==> config.mk <==
export PLATFORM = sky130hd
export DESIGN_NAME = fpu_out_arb
export DESIGN_NICKNAME = d
export VERILOG_FILES = /design/src/rtl/fpu_out_pkg.sv /design/src/rtl/fpu_out_credit.sv /design/src/rtl/fpu_out_arb.sv
export SDC_FILE = /design/constraint.sdc
export NUM_CORES = 1
export LEC_CHECK = 0
export CAP_MARGIN = 15
export CORE_MARGIN = 1
export CORE_UTILIZATION = 45
export DETAILED_ROUTE_END_ITERATION = 8
export GPL_TIMING_DRIVEN = 1
export PLACE_DENSITY = 0.79
export SLEW_MARGIN = 20
export SYNTH_ARGS = -nofsm -noshare
export SYNTH_HDL_FRONTEND = slang
export SYNTH_SLANG_ARGS = --single-unit
==> constraint.sdc <==
create_clock -name rclk -period 1.95 [get_ports rclk]
set_input_delay 0.39 -clock rclk [delete_from_list [all_inputs] [get_ports rclk]]
set_output_delay 0.39 -clock rclk [all_outputs]
set_load 0.005 [all_outputs]
==> src/rtl/fpu_out_pkg.sv <==
// Shared constants and types for the FPU output-stage arbiter.
package fpu_out_pkg;
  localparam int FPU_OUT_DIV = 2;
  localparam int FPU_OUT_MUL = 1;
  localparam int FPU_OUT_ADD = 0;

  typedef logic [2:0] fpu_sel_t;
endpackage

==> src/rtl/fpu_out_credit.sv <==
// Up/down CPX credit counter: no decrement below zero, saturating increment
// at CREDITS, sticky error on a return that would overflow.
module fpu_out_credit #(
  parameter int CREDITS = 2,
  parameter int CW      = $clog2(CREDITS + 1)
) (
  input  logic          clk,
  input  logic          rst,
  input  logic          dec_i,
  input  logic          inc_i,
  output logic [CW-1:0] cnt_o,
  output logic          err_o
);
  localparam logic [CW-1:0] FULL = CW'(CREDITS);

  logic [CW-1:0] cnt_q, cnt_d;
  logic          err_q, err_d;

  always_comb begin
    cnt_d = cnt_q;
    err_d = err_q;
    if (dec_i && !inc_i) begin
      if (cnt_q != '0) cnt_d = cnt_q - CW'(1);
    end else if (inc_i && !dec_i) begin
      if (cnt_q == FULL) err_d = 1'b1;
      else               cnt_d = cnt_q + CW'(1);
    end
  end

  always_ff @(posedge clk) begin
    if (rst) begin
      cnt_q <= FULL;
      err_q <= 1'b0;
    end else begin
      cnt_q <= cnt_d;
      err_q <= err_d;
    end
  end

  assign cnt_o = cnt_q;
  assign err_o = err_q;
endmodule

==> src/rtl/fpu_out_arb.sv <==
// FPU result-return arbiter: picks one of div/mul/add per cycle, stalls the
// losers, tracks CPX credits and promotes starved mul/add pipes.
module fpu_out_arb
  import fpu_out_pkg::*;
#(
  parameter int CREDITS    = 2,
  parameter int STARVE_LIM = 7
) (
  input  logic       rclk,
  input  logic       reset,
  input  logic       d8stg_div_vld,
  input  logic [1:0] d8stg_div_thr,
  input  logic       m6stg_mul_vld,
  input  logic [1:0] m6stg_mul_thr,
  input  logic       a6stg_add_vld,
  input  logic [1:0] a6stg_add_thr,
  input  logic       cpx_fp_credit_ret,
  output logic [2:0] dest_rdy,
  output logic [1:0] req_thread,
  output logic       div_hold,
  output logic       mul_hold,
  output logic       add_hold,
  output logic       fp_cpx_req_cq,
  output logic       credit_err
);
  localparam int          CW  = $clog2(CREDITS + 1);
  localparam logic [3:0]  LIM = 4'(STARVE_LIM);

  logic [CW-1:0] credit_cnt;
  logic [3:0]    mul_wait_q, mul_wait_d, add_wait_q, add_wait_d;
  logic          req_q;
  logic          can_grant;
  fpu_sel_t      sel;

  // Gated only by registered credit state, so a return can't reach dest_rdy
  // combinationally.
  assign can_grant = !reset && (credit_cnt != '0);

  always_comb begin
    sel = '0;
    if (can_grant) begin
      if (m6stg_mul_vld && mul_wait_q == LIM)      sel[FPU_OUT_MUL] = 1'b1;
      else if (a6stg_add_vld && add_wait_q == LIM) sel[FPU_OUT_ADD] = 1'b1;
      else if (d8stg_div_vld)                      sel[FPU_OUT_DIV] = 1'b1;
      else if (m6stg_mul_vld)                      sel[FPU_OUT_MUL] = 1'b1;
      else if (a6stg_add_vld)                      sel[FPU_OUT_ADD] = 1'b1;
    end
  end

  always_comb begin
    req_thread = 2'd0;
    if (sel[FPU_OUT_DIV])      req_thread = d8stg_div_thr;
    else if (sel[FPU_OUT_MUL]) req_thread = m6stg_mul_thr;
    else if (sel[FPU_OUT_ADD]) req_thread = a6stg_add_thr;
  end

  function automatic logic [3:0] next_wait(input logic vld, input logic won,
                                           input logic [3:0] q);
    if (!vld || won) return 4'd0;
    if (q == LIM)    return q;
    return q + 4'd1;
  endfunction

  assign mul_wait_d = next_wait(m6stg_mul_vld, sel[FPU_OUT_MUL], mul_wait_q);
  assign add_wait_d = next_wait(a6stg_add_vld, sel[FPU_OUT_ADD], add_wait_q);

  always_ff @(posedge rclk) begin
    if (reset) begin
      mul_wait_q <= 4'd0;
      add_wait_q <= 4'd0;
      req_q      <= 1'b0;
    end else begin
      mul_wait_q <= mul_wait_d;
      add_wait_q <= add_wait_d;
      req_q      <= |sel;
    end
  end

  fpu_out_credit #(.CREDITS(CREDITS), .CW(CW)) u_credit (
    .clk   (rclk),
    .rst   (reset),
    .dec_i (|sel),
    .inc_i (cpx_fp_credit_ret),
    .cnt_o (credit_cnt),
    .err_o (credit_err)
  );

  assign dest_rdy      = sel;
  assign div_hold      = d8stg_div_vld & ~sel[FPU_OUT_DIV];
  assign mul_hold      = m6stg_mul_vld & ~sel[FPU_OUT_MUL];
  assign add_hold      = a6stg_add_vld & ~sel[FPU_OUT_ADD];
  assign fp_cpx_req_cq = req_q;
endmodule

==> flow_summary.ini <==
[critical_path]
rr_endpoint = add_wait_q[2]$_SDFFE_PP0P_
critPathArrivalTime_ns = 1.79
critPathTopFamily = compound AO/OA/AOI/OAI gates
r2r_cells = 8
end_kind = output port
critPathRequiredTime_ns = 1.56
start_kind = flip-flop
crit_path_max_fanout = 3
crit_type = reg -> out
path_buf_inv = 1
crit_chain = ha_4 > and3b_2 > a21o_1 > and3_4 > a221o_1 > buf_2
worstReg2RegStart = mul_wait_q[1]$_SDFFE_PP0P_
rrSetupSlack_ns = 0.23
crit_slowest_cell = dfxtp_2
crit_path_max_incr_delay_ns = 0.34

[pwr]
p_per_area_nw_per_um2 = 526.7
p_leak_nw = 0.6495
ir_drop_uv = 372.8

[logic_synthesis]
synth.cell_area_um2 = 729.5
syn_avg_cell_area_um2 = 9.118
synthCells = 80
synthDistinctLibCells = 32
syn_nets = 96
ys_seq_elements = 12
synth-seq-area-share_pct = 32.93
ys_warn_count = 0

[layout]
layout_commonest_cell = buf_4
drive_above_1_share_pct = 49.29
nNetsFinal = 157
seq_area_um2 = 245.2
antenna_cells = 0
final_cell_area_um2 = 1305
multi_input_area_um2 = 516.7
mostFrequentLayoutCells = buf_4, clkdlybuf4s50_1, dfxtp_1
area_delta_synth_final_pct = 78.90
fillCellCount = 71

[clock_network]
clockBufferDepth = 2
cts_tree = done
ctsRootBufferMaster = clkbuf_4
cts_buffers = 3
insertion_delay_ns = 0.29
hold_buffers = 0
clkTransAtPathRegs_ns = 0.09
cts-htree-levels = 1
cts.sinks = 12

[timing]
finalWorstSetupSlack_ns = -0.2329
grt_setup_unrepaired = true
finClkSkew_ns = 0.005887
timing.slew.headroom_pct = 68.82
fin_crit_sh_pct = 111.9
finalSetupTns_ns = -0.6504
final_hold_viol_count = 0
drv_slew = 0
fin_crit_ns = 2.183
fmax_ghz = 0.4581
worstMarginPinSlew_ns = 0.4637
setup_viol = 7

[place]
gp_congestion = 0.9087
dp_hpwl_um = 1568
port_buffers = 21
postPlaceCellArea_um2 = 1181

[global_routing]
gr-usage-all-layers_pct = 31.46
grt_pass1_vias = 910
grt_max_degree = 8
grt_overflow_total = 0
grt_pass1_wl_um = 4057
antenna_found_initial = 0

[run_status]
status = complete, but fails checks
violations = negative setup slack

[floorplanning]
core_um2 = 1506
start_util_pct = 48.42
dieArea_um2 = 1786
num_rows = 14
ios = 22
die_h_um = 42.26
die_w_um = 42.26

[hold_path]
min_delay_path_depth = 2
whs_endpoint = u_credit.err_o$_SDFFE_PP0P_
min_from = u_credit.err_o$_SDFFE_PP0P_
hold_path_class = reg -> reg

[detailed_routing]
wirelength_um = 2464
drc = 0
via_per_inst = 5.455
drt_first_pass_iters = 4
drtIter0Drc = 13
final_antenna_net_count = 0
vias = 851
drt-wirelength-per-cell_um = 15.79

[run]
maxCapViolCount = 0
[worst max path at each step]
| stage | from | end | slack, ns | cells after the start |
|---|---|---|---|---|
| CTS | mul_wait_q[1]$_SDFFE_PP0P_ | req_thread[1] | -0.21 | 6 |
| global route | mul_wait_q[0]$_SDFFE_PP0P_ | req_thread[1] | -0.28 | 6 |
| floorplan | add_wait_q[1]$_SDFFE_PP0P_ | req_thread[0] | 0.04 | 5 |
| detailed placement | a6stg_add_vld | req_thread[0] | -0.68 | 6 |
| finish | mul_wait_q[1]$_SDFFE_PP0P_ | req_thread[1] | -0.23 | 6 |
| global placement | a6stg_add_vld | req_thread[1] | -0.66 | 6 |
[cell usage after synthesis]
| library cell | count | share of area, % |
|---|---|---|
| o2bb2ai_2 | 1 | 2.1 |
| buf_6 | 1 | 1.5 |
| dfxtp_1 | 12 | 33 |
| and2_1 | 1 | 0.86 |
| nand4b_4 | 1 | 3.3 |
| a31oi_1 | 1 | 0.86 |
| nor3_1 | 5 | 3.4 |
| xor2_1 | 3 | 3.6 |
| o21ba_4 | 1 | 2.2 |
| a21oi_1 | 6 | 4.1 |
| nor2_1 | 7 | 3.6 |
| nand3b_1 | 2 | 2.1 |
| nor3b_1 | 1 | 1.0 |
| and2_4 | 1 | 1.2 |
| inv_1 | 6 | 3.1 |
| and3_2 | 2 | 2.1 |
| and3b_1 | 1 | 1.2 |
| nand4b_1 | 1 | 1.2 |
| o211a_1 | 1 | 1.4 |
| o21ai_0 | 3 | 2.1 |
| ha_1 | 4 | 6.9 |
| a211o_2 | 1 | 1.4 |
| a21o_1 | 2 | 2.1 |
| a221o_1 | 2 | 2.7 |
| a22o_1 | 1 | 1.2 |
| o21bai_1 | 1 | 1.0 |
| a311oi_1 | 1 | 1.2 |
| o31ai_1 | 1 | 1.0 |
| xnor2_1 | 2 | 2.4 |
| nand3_1 | 3 | 2.1 |
| nand2_1 | 3 | 1.5 |
| and4_2 | 2 | 2.7 |
[power by group]
part / switching (mW) / internal (mW)
sequential: 0.00866 / 0.259
combinational: 0.0861 / 0.117
clock: 0.102 / 0.114
[cells by family after synthesis]
logic type	count (synthesis)	synth area share, %
flops	12	32.93
fa+ha+maj	4	6.861
buf+inv	7	4.631
simple gates	30	26.24
compound gates	22	23.33
xor+xnor	5	6.005
[metrics by stage]
step | power [mW] | std cells | util, % | hold slack, ns | setup WS, ns
after global placement | 0.4487 | 147 | 78.41 | 0.4518 | -0.6589
after global routing | 0.7195 | 156 | 86.63 | 0.5675 | -0.2796
after CTS | 0.6774 | 154 | 85.47 | 0.4992 | -0.2088
after detailed placement | 0.4558 | 147 | 78.41 | 0.4786 | -0.6764
after floorplan | 0.3470 | 80 | - | 0.4394 | 0.03971
final | 0.6874 | 156 | 86.63 | 0.4984 | -0.2329
[tightest hold or removal path, cell delays in order (launching register included)]
cell and delay (ns):
dfxtp_1 0.34, a31oi_1 0.04, nor2_1 0.08
[state kept, by name (all words and copies together) (netlist names)]
register	count
u_credit.err_o	1
u_credit.cnt_o	2
mul_wait_q	4
fp_cpx_req_cq	1
add_wait_q	4
[cell type report]
cell class                      instances  share of cell area, %
Multi-Input combinational cell         61                  39.60
Timing Repair Buffer                   57                  35.57
Sequential cell                        12                  18.79
Clock buffer                            4                  2.780
Inverter                                6                  1.726
Tap cell                               16                  1.534
[routing by layer]
metal	GRT usage, %	wire length (um)
met3	9.483	68
met2	57.54	1328
met5	0	0
met4	15.00	38
met1	31.99	1028
[repair_timing]
item | 4_1_cts | 5_1_grt
resized for setup | 56 | 2
setup buffers | 3 | 4
pin swaps | 11 | 8
endpoints found under the setup margin | 8 | 10
No activity file was read; power rests on OpenSTA's default activity.
